[config.mk]
export PLATFORM = sky130hd
export DESIGN_NAME = neighbor_aggregator_flat
export DESIGN_NICKNAME = d
export VERILOG_FILES = /design/src/rtl/neighbor_aggregator_if.sv /design/src/rtl/neighbor_aggregator.sv /design/src/flat_wrapper.sv
export SDC_FILE = /design/constraint.sdc
export NUM_CORES = 1
export LEC_CHECK = 0
export ABC_AREA = 1
export BUFFER_PORTS_ARGS = -buffer_cell sky130_fd_sc_hd__buf_2
export CAP_MARGIN = 20
export CORE_MARGIN = 4
export CORE_UTILIZATION = 50
export CTS_BUF_LIST = sky130_fd_sc_hd__clkbuf_8
export DETAILED_ROUTE_END_ITERATION = 8
export PLACE_DENSITY = 0.71
export SETUP_SLACK_MARGIN = 0.5
export SYNTH_ARGS = -nofsm -noshare
export SYNTH_HDL_FRONTEND = slang
export SYNTH_SLANG_ARGS = --single-unit
[constraint.sdc]
create_clock -name clk -period 12.5 [get_ports clk]
set_input_delay 1.875 -clock clk [delete_from_list [all_inputs] [get_ports clk]]
set_output_delay 1.875 -clock clk [all_outputs]
set_load 0.01 [all_outputs]
[src/rtl/neighbor_aggregator_if.sv]
// Purpose: handshake/bus bundle for neighbor_aggregator (input beat stream + result stream).
// Ports: in_valid/in_ready/in_data/in_last carry neighbour beats; out_valid/out_ready/
//        out_data/out_count carry the summed vector; busy reports a group in progress.
interface neighbor_aggregator_if #(
  parameter int WIDTH = 64,
  parameter int DEPTH = 4,
  parameter int CNT_W = 16
);
  logic                    in_valid;
  logic                    in_ready;
  logic signed [WIDTH-1:0] in_data [DEPTH-1:0];
  logic                    in_last;
  logic                    out_valid;
  logic                    out_ready;
  logic signed [WIDTH-1:0] out_data [DEPTH-1:0];
  logic [CNT_W-1:0]        out_count;
  logic                    busy;

  // Aggregator side
  modport slave (
    input  in_valid, in_data, in_last, out_ready,
    output in_ready, out_valid, out_data, out_count, busy
  );

  // Producer/consumer side
  modport master (
    output in_valid, in_data, in_last, out_ready,
    input  in_ready, out_valid, out_data, out_count, busy
  );
endinterface

[src/rtl/neighbor_aggregator.sv]
// Purpose: lane-wise sum of a variable-length group of DEPTH-lane feature vectors (GCN aggregation);
//          result plus neighbour count presented on a valid/ready output one cycle after in_last.
// Ports: clk, reset (async, active-high), bus (neighbor_aggregator_if.slave).
// Build option: define NEIGHBOR_AGG_SATURATE_EN for signed saturating lane adds (default: wraparound).
module neighbor_aggregator #(
  parameter int WIDTH = 64,
  parameter int DEPTH = 4,
  parameter int CNT_W = 16
) (
  input  logic                  clk,
  input  logic                  reset,
  neighbor_aggregator_if.slave  bus
);

  typedef enum logic [1:0] {
    IDLE  = 2'd0,
    ACCUM = 2'd1,
    HOLD  = 2'd2
  } state_t;

  localparam logic [CNT_W-1:0] CNT_MAX = '1;
  localparam logic [CNT_W-1:0] CNT_ONE = CNT_W'(1);

  state_t                  state;
  logic signed [WIDTH-1:0] acc [DEPTH-1:0];
  logic [CNT_W-1:0]        count;
  logic                    out_valid_q;
  logic                    busy_q;
  logic                    accept;

  // In HOLD a new beat may only enter in the same cycle the result leaves.
  assign bus.in_ready = !reset && ((state != HOLD) || bus.out_ready);
  assign accept       = bus.in_valid && bus.in_ready;

  assign bus.out_valid = out_valid_q;
  assign bus.busy      = busy_q;
  assign bus.out_count = count;
  assign bus.out_data  = acc;

  function automatic logic signed [WIDTH-1:0] lane_add(
    input logic signed [WIDTH-1:0] a,
    input logic signed [WIDTH-1:0] b
  );
    logic signed [WIDTH-1:0] s;
    s = a + b;
`ifdef NEIGHBOR_AGG_SATURATE_EN
    // Overflow only when both operands share a sign and the sum's sign differs.
    if ((a[WIDTH-1] == b[WIDTH-1]) && (s[WIDTH-1] != a[WIDTH-1])) begin
      s = a[WIDTH-1] ? {1'b1, {(WIDTH-1){1'b0}}} : {1'b0, {(WIDTH-1){1'b1}}};
    end
`endif
    return s;
  endfunction

  always_ff @(posedge clk or posedge reset) begin
    if (reset) begin
      state       <= IDLE;
      count       <= '0;
      out_valid_q <= 1'b0;
      busy_q      <= 1'b0;
      for (int i = 0; i < DEPTH; i++) begin
        acc[i] <= '0;
      end
    end else begin
      case (state)
        // IDLE and HOLD share the fresh-load path; HOLD only accepts alongside out_ready.
        IDLE, HOLD: begin
          if (accept) begin
            for (int i = 0; i < DEPTH; i++) begin
              acc[i] <= bus.in_data[i];
            end
            count       <= CNT_ONE;
            state       <= bus.in_last ? HOLD : ACCUM;
            out_valid_q <= bus.in_last;
            busy_q      <= 1'b1;
          end else if ((state == HOLD) && bus.out_ready) begin
            // Result consumed with nothing behind it; acc/count keep their values.
            state       <= IDLE;
            out_valid_q <= 1'b0;
            busy_q      <= 1'b0;
          end
        end

        ACCUM: begin
          if (accept) begin
            for (int i = 0; i < DEPTH; i++) begin
              acc[i] <= lane_add(acc[i], bus.in_data[i]);
            end
            if (count != CNT_MAX) begin
              count <= count + CNT_ONE;
            end
            if (bus.in_last) begin
              state       <= HOLD;
              out_valid_q <= 1'b1;
            end
          end
        end

        default: begin
          state       <= IDLE;
          out_valid_q <= 1'b0;
          busy_q      <= 1'b0;
        end
      endcase
    end
  end

endmodule

[src/flat_wrapper.sv]
// flat-port wrapper written by rule: the top's interface ports become plain ports
module neighbor_aggregator_flat 
#(
  parameter int WIDTH = 64,
  parameter int DEPTH = 4,
  parameter int CNT_W = 16
)
  (clk, reset, bus_in_valid, bus_in_data, bus_in_last, bus_out_ready, bus_in_ready, bus_out_valid, bus_out_data, bus_out_count, bus_busy);
  neighbor_aggregator_if #(.WIDTH(WIDTH), .DEPTH(DEPTH), .CNT_W(CNT_W)) bus_i ();
  input  logic clk;
  input  logic reset;
  input wire logic [$bits(bus_i.in_valid)-1:0] bus_in_valid;
  input wire logic [$bits(bus_i.in_data)-1:0] bus_in_data;
  input wire logic [$bits(bus_i.in_last)-1:0] bus_in_last;
  input wire logic [$bits(bus_i.out_ready)-1:0] bus_out_ready;
  output wire logic [$bits(bus_i.in_ready)-1:0] bus_in_ready;
  output wire logic [$bits(bus_i.out_valid)-1:0] bus_out_valid;
  output wire logic [$bits(bus_i.out_data)-1:0] bus_out_data;
  output wire logic [$bits(bus_i.out_count)-1:0] bus_out_count;
  output wire logic [$bits(bus_i.busy)-1:0] bus_busy;
  assign bus_i.in_valid = bus_in_valid;
  assign bus_i.in_data = {>>{bus_in_data}};
  assign bus_i.in_last = bus_in_last;
  assign bus_i.out_ready = bus_out_ready;
  assign bus_in_ready = bus_i.in_ready;
  assign bus_out_valid = bus_i.out_valid;
  assign bus_out_data = {>>{bus_i.out_data}};
  assign bus_out_count = bus_i.out_count;
  assign bus_busy = bus_i.busy;
  neighbor_aggregator #(.WIDTH(WIDTH), .DEPTH(DEPTH), .CNT_W(CNT_W)) u_core (.clk(clk), .reset(reset), .bus(bus_i));
endmodule
* Word-level counts from Yosys, hierarchy flattened
Cells that the tools add are included.
** Operators by class
- Add/subtract/negate cells :: 5
- Multiply operators :: 0
- Divide/modulo/power cells :: 0
- $lt $le $gt $ge :: 0
- Equal/unequal tests :: 9
- Shift-type cells :: 0
- Multiplexer cells :: 20
- Bitwise logic cells :: 1
- Reductions and logical operators :: 12
** Operators with widths (count)
- $mux W256 :: 2
- $pmux W256 S2 :: 1
- $add A64 B64 Y64 :: 4
- $mux W16 :: 3
- $pmux W16 S2 :: 1
- $add A16 B1 Y16 const B :: 1
- $ne A16 B16 Y1 const B :: 1
- $mux W2 :: 5
- $ne A2 B1 Y1 const B :: 3
- $reduce_and A3 Y1 :: 2
- $mux W1 :: 5
- $ne A2 B2 Y1 const B :: 2
- $pmux W1 S2 :: 2
- $pmux W2 S2 :: 1
- $reduce_and A4 Y1 :: 1
- $logic_and A1 B1 Y1 :: 3
- $ne A3 B1 Y1 const B :: 1
- $eq A2 B1 Y1 const B :: 1
- $eq A2 B2 Y1 const B :: 1
- $logic_not A2 Y1 :: 1
- $reduce_and A2 Y1 :: 1
- $reduce_bool A2 Y1 :: 1
- $reduce_or A2 Y1 :: 1
- $logic_not A1 Y1 :: 1
- other kinds (2) :: 2
** Storage, ports and cells
- Register bits :: 276
- Latch bits :: 0
- Memory bits (writable) :: 0
- Memory bits (read-only) :: 0
- Input bits :: 261
- Output and inout bits :: 275
- Logic and storage cells :: 55
- Memories kept :: 0

* Longest topological paths before layout
Gate-level depths: netlist of the first run.
- Depth after elaboration :: 6
- Gate-level depth with buffers :: 16

* Worst setup path after synthesis of the first run
OpenSTA, ideal clock, no wires.
- Path kind :: input port to output port
- From :: input bus_out_ready
- To :: output bus_in_ready
- Arrival :: 2.107 ns
- Data required time :: 10.625 ns
- Slack :: 8.518 ns
- Cell stages on the path :: 2
- Buffers on the path :: 0
- Cell sequence :: nor2_2 -> a21oi_4
** On the way
- Word-level cells in the longest chain between the ends :: 2
** Ends and longest elaborated chain
- start: declaration :: RTL line flat_wrapper.sv:15 : input wire logic [$bits(bus_i.out_ready)-1:0] bus_out_ready;
- $logic_or A1 B1 Y1 :: RTL line neighbor_aggregator.sv:32 : assign bus.in_ready = !reset && ((state != HOLD) || bus.out_ready);
- $logic_and A1 B1 Y1 :: RTL line neighbor_aggregator.sv:32
- end: declaration :: RTL line flat_wrapper.sv:16 : output wire logic [$bits(bus_i.in_ready)-1:0] bus_in_ready;
Every way passes these cells.

* Worst setup path in the final report of the first run
- From :: input bus_out_ready
- To :: register u_core.acc (netlist bit u_core.bus.out_data[163])
** On the way
- Word-level cells in the longest chain between the ends :: 5
** Ends and longest elaborated chain
- $logic_or A1 B1 Y1 (*) :: RTL line neighbor_aggregator.sv:32
- $logic_and A1 B1 Y1 (*) :: RTL line neighbor_aggregator.sv:32
- $logic_and A1 B1 Y1 (*) :: RTL line neighbor_aggregator.sv:33 : assign accept = bus.in_valid && bus.in_ready;
- $ne A2 B1 Y1 (no source line)
- $reduce_and A3 Y1 (no source line) (*)
- end signal: indexed assignment :: RTL line neighbor_aggregator.sv:70 : acc[i] <= bus.in_data[i];
- end signal: indexed assignment :: RTL line neighbor_aggregator.sv:87 : acc[i] <= lane_add(acc[i], bus.in_data[i]);
- end: declaration :: RTL line neighbor_aggregator.sv:25 : logic signed [WIDTH-1:0] acc [DEPTH-1:0];
Every way passes the cells marked *; elsewhere a longest branch is shown, timed or not.
A chain may end at the register's enable or synchronous reset.

==> results.ini, run 1 <==
[finish]
area_growth_pct=13.3
nets=7723
fillers=7627
final_common_cell=nand2_1
layout_common_cells=nand2_1 (2867), inv_1 (1307), nor2_1 (767)
drive_above_1_share=0.0942

[worst_setup_path]
path_max_fanout=120
crit_chain=buf_2 -> nor2_2 -> a21oi_4 -> nand2_4 -> inv_2 -> nand2_8 -> buf_4 -> buf_4 -> nor2_1 -> nand2_1 -> nand2_1
cp_slowest_cell=buf_4
critPathLaunchType=input pin
slowest_delay_ns=0.92
end_kind=register
crit_arrival_ns=5.18
critPathKind=input pin to register
required_ns=13.09

[sta]
fmax_mhz=218
rsz0062_at_grt=false
fin_crit_ns=4.59
drv_slew=0
clock_skew_ns=0.0362
fin_ws_ns=7.91
hold_violations=0
tns_ns=0
finalCritPeriodShare=0.367
maxSlewHeadroom=0.265
tightestPinTransition_ns=1.10
setup_viol=0

[logic_synthesis]
syn_area_mm2=0.0358
synth_cells=6712
yosysSeqAreaShare=0.192
yosysUniqueCellTypes=38
syn_nets=7230
syn_area_per_cell_um2=5.33
ys_seq_elements=275
yosysWarnings=0

[drt]
first_pass_iters=6
drt-initial-drc-count=4104
wirelength_um=145000
post-route-drc-count=0
ant_nets=0
vias=42400
routedWlPerCell_um=17.7
routed_via_density=5.16

[global_routing]
antenna_found_initial=17
grt_use_total=0.370
grt_max_degree=141
grt_pass1_wl_um=220000
grt-ovfl-total=0
grt_pass1_vias=39100

[power]
p_leak_uw=0.0254
ir_drop_mv=0.114
powerDensity_mw_per_mm2=198

[outcome]
status=finished clean

[clock_tree]
postCtsSetupRepairBufs=0
clk_latency_ns=0.71
path_clk_slew_ns=0.06
hold_buffers=0
h-tree-depth=2
ctsResizeCount=0
cts.sink_count=275
cts_tree=built
cts_made_buffers=57
cts_root_buffer=clkbuf_8
clockBufferDepth=3

[floorplanning]
coreArea_mm2=0.0705
ios=536
die_w_um=275
die_area_mm2=0.0759
fp-row-count=97
die_h_um=275
initial_utilization=0.507

[placement]
dp_hpwl_um=119000
place.gp.congestion=1.05
pre_cts_ws_ns=7.22
place.port_buffers=535

[job]
maxCapViolCount=0

[min_path]
hold_class=register to register

critical path: cells and delay by family:
kind / cells / cell delay (ns)
AOI/OAI and AO/OA: 1 / 0.10
buffers and inverters: 4 / 1.97
and+or+nand+nor: 6 / 1.03
sequential cells by signal, indices dropped and copies added, names as in the netlist:
name / cells
u_core.bus.busy: 1
u_core.bus.out_count: 16
u_core.state: 2
u_core.bus.out_data: 256
cell usage after synthesis:
master    instances  area [µm²]
ha_1            253        3170
buf_1             9        33.8
buf_4             1        7.51
nor2_4            2        22.5
o21a_1           50         375
and3_1            1        6.26
nand3_1         351        1760
nor3_1           45         225
o21bai_1          7        52.6
fa_1              4        80.1
nand2_1        2867       10800
nor2_8            1        20.0
nand3_2           7        70.1
clkbuf_1         48         180
dfrtp_1         275        6880
o21ai_0         154         771
nor2_2           10        62.6
o21ai_1          40         200
nand2_2           2        12.5
nor2_1          767        2880
a21oi_1         233        1170
inv_2             4        15.0
nor3_4            1        16.3
inv_1          1294        4860
a21boi_0          3        22.5
o211ai_1         24         180
xor2_1           46         403
nor3_2           10         100
buf_2            54         270
a31oi_1           5        31.3
a21oi_4           1        16.3
nand2_4           3        33.8
xnor2_1          72         631
buf_6             1        11.3
o31ai_1          10        75.1
nor4_1           14        87.6
nand4_2           1        12.5
nand4_1          42         263
per-stage QoR:
stage / instance area (µm²) / hold slack [ns] / cells / util / power (µW)
floorplan: 35800 / 0.533 / 6712 / - / 5080
global placement: 39200 / 0.491 / 8086 / 0.556 / 6810
detailed placement: 39200 / 0.495 / 8086 / 0.556 / 6860
CTS: 40500 / 0.513 / 8193 / 0.574 / 7950
global route: 40500 / 0.527 / 8201 / 0.574 / 8730
finish: 40500 / 0.506 / 8207 / 0.574 / 8030
worst paths after layout:
check                                         startpoint                  endpoint  slack, ns  depth (start not counted)
worst max-delay path                       bus_out_ready  u_core.bus.out_data[163]       7.91                         11
worst min-delay path            u_core.bus.out_data[109]  u_core.bus.out_data[109]       0.51                          2
worst max register to register           u_core.state[0]  u_core.bus.out_data[163]       8.63                         10
worst min register to register  u_core.bus.out_data[109]  u_core.bus.out_data[109]       0.51                          2
max in group asynchronous                          reset  u_core.bus.out_data[127]       8.85                          4
min in group asynchronous                          reset           u_core.bus.busy       1.40                          2
cells by family (layout without fill, tap and decap cells):
kind of cell,after synthesis,after routing,share of synthesized area
adders and majority gates,257,257,0.0908
DFF,275,275,0.192
AOI/OAI and AO/OA,527,527,0.0808
other,0,14,0
xor gates and xnor gates,118,118,0.0289
buffers and inverters,1411,1952,0.150
and+or+nand+nor,4124,4124,0.457
power by group:
part / switching (µW) / internal (µW) / total, µW
Clock: 485 / 569 / 1050
Sequential: 334 / 1180 / 1520
Combinational: 3700 / 1760 / 5460
Total: 4520 / 3510 / 8030
layer usage:
metal | part of all wire | GRT usage
met5 | 0.00025 | 0
met4 | 0.051 | 0.168
met3 | 0.096 | 0.0668
met2 | 0.43 | 0.585
met1 | 0.42 | 0.493
area by class of cell:
type,instances,area (µm²),area share
Timing Repair Buffer,547,2770,0.0683
Multi-Input combinational cell,5026,23500,0.581
Sequential cell,275,6880,0.170
Clock buffer,77,1060,0.0262
Inverter,1298,4890,0.121
Antenna cell,14,35.0,0.000865
Tap cell,940,1180,0.0290
Clock inverter,30,168,0.00414
No activity file was read; power rests on OpenSTA's default activity.
==> inputs of run 2 (changes only) <==
Settings changed: ABC_AREA 1 to 0, PLACE_DENSITY 0.71 to 0.77.
Clock period 12.5 ns to 4.1 ns, I/O delays scaled along.
==> run 2 against run 1 <==
Against the previous run:
- area after synthesis is 26% lower
- core utilization rose by 2.0 points
- sequential share of layout area is 5.0 points higher
- die area decreased by 25%
- register-to-register slack worse by 8.0 ns
- final area down 23%
- non-clock buffer count increased by 27
- clock skew barely moved
- critical endpoint is now u_core.bus.out_data[160]
==> results.ini, run 2 <==
[drt]
routedWlPerCell_um=19.3  ; +9.4%
wirelength_um=91400  ; -37%
vias=28600  ; -33%
routed_via_density=6.04  ; +17%
post-route-drc-count=0  ; unchanged
drt-initial-drc-count=2074  ; -49%
ant_nets=0  ; unchanged
first_pass_iters=5  ; -1

[clock_tree]
h-tree-depth=2  ; unchanged
cts_made_buffers=54  ; -5.3%
clk_latency_ns=0.67  ; -0.04 ns
clockBufferDepth=3  ; unchanged
hold_buffers=0  ; unchanged
cts_tree=built
cts_root_buffer=clkbuf_8
path_clk_slew_ns=0.06  ; about the same
cts.sink_count=275  ; unchanged

[logic_synthesis]
yosysWarnings=0  ; unchanged
syn_nets=4074  ; -44%
synth_area_leaders=dfrtp_1 (26%), ha_1 (12%), a21oi_1 (9.7%), nand2_1 (6.4%), o21ai_0 (5.9%)
synth_top_area_frac=0.258  ; -0.0426
synth_edf_count=0  ; unchanged
yosys.area.top_type=dfrtp_1
yosysSeqAreaShare=0.258  ; +0.0659
synth_cells=3556  ; -47%
yosysUniqueCellTypes=84  ; +120%
syn_area_mm2=0.0266  ; -26%
syn_area_per_cell_um2=7.49  ; +41%
ys_seq_elements=275  ; unchanged
ys.flop_type=dfrtp_1
synth-async-reset-ratio=1.00  ; unchanged
synthTopCellsByCount=a21oi_1 (518), nand2_1 (456), nor2_1 (354)
synth_most_common_cell=a21oi_1

[sta]
tightestPinTransition_ns=0.995  ; -0.107 ns
drv_slew=0  ; unchanged
fmax_mhz=287
clock_skew_ns=0.0361  ; -0.000147 ns
hold_violations=0  ; unchanged
tns_ns=0  ; unchanged
finalHoldWorstSlack_ns=0.164  ; -0.343 ns
maxSlewHeadroom=0.334  ; +0.0690
finalCritPeriodShare=0.851
fin_crit_ns=3.49
rsz0062_at_grt=true
setup_viol=0  ; unchanged

[floorplanning]
die_h_um=239  ; -13%
ios=536  ; unchanged
die_area_mm2=0.0570  ; -25%
coreArea_mm2=0.0527  ; -25%
fp-row-count=84  ; -13%
initial_utilization=0.506  ; -0.00123
die_w_um=239  ; -13%

[placement]
dp_hpwl_um=69900  ; -41%
place_area_mm2=0.0298  ; -24%
place.port_buffers=535  ; unchanged
place.gp.congestion=0.979  ; -6.6%

[finish]
final_common_cell=buf_2
largest_reg_flops=256  ; unchanged
multi_input_area_mm2=0.0191  ; -19%
seqCellArea_mm2=0.00688  ; unchanged
finish.utilization=0.594  ; +0.0201
stdcell_area_mm2=0.0313  ; -23%
layout_common_cells=buf_2 (535), a21oi_1 (508), nand2_1 (453)
area_growth_pct=17.5
drive_above_1_share=0.186  ; +0.0918
nets=4505  ; -42%
fillers=4885  ; -36%

[global_routing]
grt_use_total=0.303  ; -0.0670
antenna_found_initial=19  ; +2
grt-ovfl-total=0  ; unchanged
grt_pass1_wl_um=143000  ; -35%
grt_pass1_vias=26700  ; -32%
grt_max_degree=95  ; -33%

[worst_setup_path]
cp_slowest_cell=fa_1
slowest_delay_ns=0.41  ; -0.51 ns
critPathTopFamily=compound AO/OA/AOI/OAI gates
critPathLaunchType=register
critPathKind=register to register
crit_arrival_ns=3.97  ; -1.21 ns
path_max_fanout=3  ; -98%
crit_chain=ha_1 -> fa_1 -> a21o_1 -> o2bb2ai_1 -> a21oi_1 -> o211ai_1 -> a41oi_1 -> nor3_1 -> or2_2 -> a21oi_1 -> o21ai_0 -> xnor2_1 -> o21ai_0
required_ns=4.58  ; -8.51 ns
crit_buf_inv=0  ; -4
end_kind=register

[power]
p_clk_frac=0.132  ; about the same
combPwrFrac=0.657  ; -0.023
fin_total_pwr_uw=22800  ; +180%
ir_drop_mv=0.377  ; +230%
switching_share=0.495  ; -0.0675
seq_power_share=0.210  ; +0.021
p_leak_uw=0.0150  ; -41%
switching_power_uw=11300  ; +150%
p_int_uw=11500  ; +230%
powerDensity_mw_per_mm2=728  ; +270%

[min_path]
hold_class=input pin to async pin

[outcome]
status=finished clean

[job]
maxCapViolCount=0  ; unchanged

-- run 2: cell count changes after synthesis, moves of 71 or more --
cell,delta
nand2_1,-2411
inv_1,-1234
nor2_1,-413
a21oi_1,+285
nand3_1,-281
o21ai_0,+159
a21o_1,+145
clkbuf_1,+135
and3_1,+71
-- run 2: layer usage --
metal  wire length, µm  GRT usage  up-vias
met5                84          0        -
met4              3160      0.107       12
met3              7990     0.0553      200
met2             41800      0.494     1145
met1             38300      0.405    13400
li1                  -          -    13800
-- run 2: cell families after synthesis --
kind of cell	share of synthesized area
XOR/XNOR	0.0786
buffers and inverters	0.0367
AND/OR/NAND/NOR	0.199
AO/OA/AOI/OAI	0.301
adder cells (fa/ha/maj)	0.122
flip-flops	0.258
multiplexers	0.00437
-- run 2: through the flow --
step | cells | worst slack (ns)
floorplan | 3556 | -0.152
global placement | 4616 | 0.0785
detailed placement | 4616 | 0.0263
CTS | 4713 | 0.505
global route | 4726 | 0.448
finish | 4732 | 0.611
-- run 2: cell type report --
| type | instances | area share |
|---|---|---|
| antenna | 17 | 0.00136 |
| clock buffer | 72 | 0.0317 |
| clock inverter | 24 | 0.00472 |
| inverter | 60 | 0.00732 |
| multi-input combinational | 3022 | 0.609 |
| sequential | 275 | 0.220 |
| tap | 688 | 0.0275 |
| timing repair buffer | 574 | 0.0981 |
-- run 2: what timing repair did --
item	in CTS	in global routing
setup buffers	1	2
pin swaps	1	7
setup endpoints to repair	7	50
gates resized for setup	3	50
-- run 2: final timing paths --
path	startpoint	endpoint	slack, ns	depth (start not counted)
max	u_core.bus.out_data[128]	u_core.bus.out_data[160]	0.61	13
min	reset	u_core.state[1]	0.16	2
max reg2reg	u_core.bus.out_data[128]	u_core.bus.out_data[160]	0.61	13
min reg2reg	u_core.bus.out_data[63]	u_core.bus.out_data[63]	0.50	1
max in group asynchronous	reset	u_core.bus.out_data[121]	2.93	3
min in group clk	bus_in_data[52]	u_core.bus.out_data[52]	0.20	3
-- run 2: power groups by stage --
stage	logic (µW)	clock network, µW	registers [µW]
final	15000	3020	4790
after CTS	14600	3080	4760
after floorplan	10100	0	5010
after detailed placement	14500	0	4790
after global placement	14400	0	4770
after global routing	16600	3190	4900
-- run 2: worst register-to-register path, cell delays in order (launching register included) --
cell       delay (ns)
dfrtp_1          0.39
ha_1             0.25
fa_1             0.41
a21o_1           0.21
o2bb2ai_1        0.18
a21oi_1          0.17
o211ai_1         0.20
a41oi_1          0.37
nor3_1           0.14
or2_2            0.32
a21oi_1          0.23
o21ai_0          0.19
xnor2_1          0.16
o21ai_0          0.09
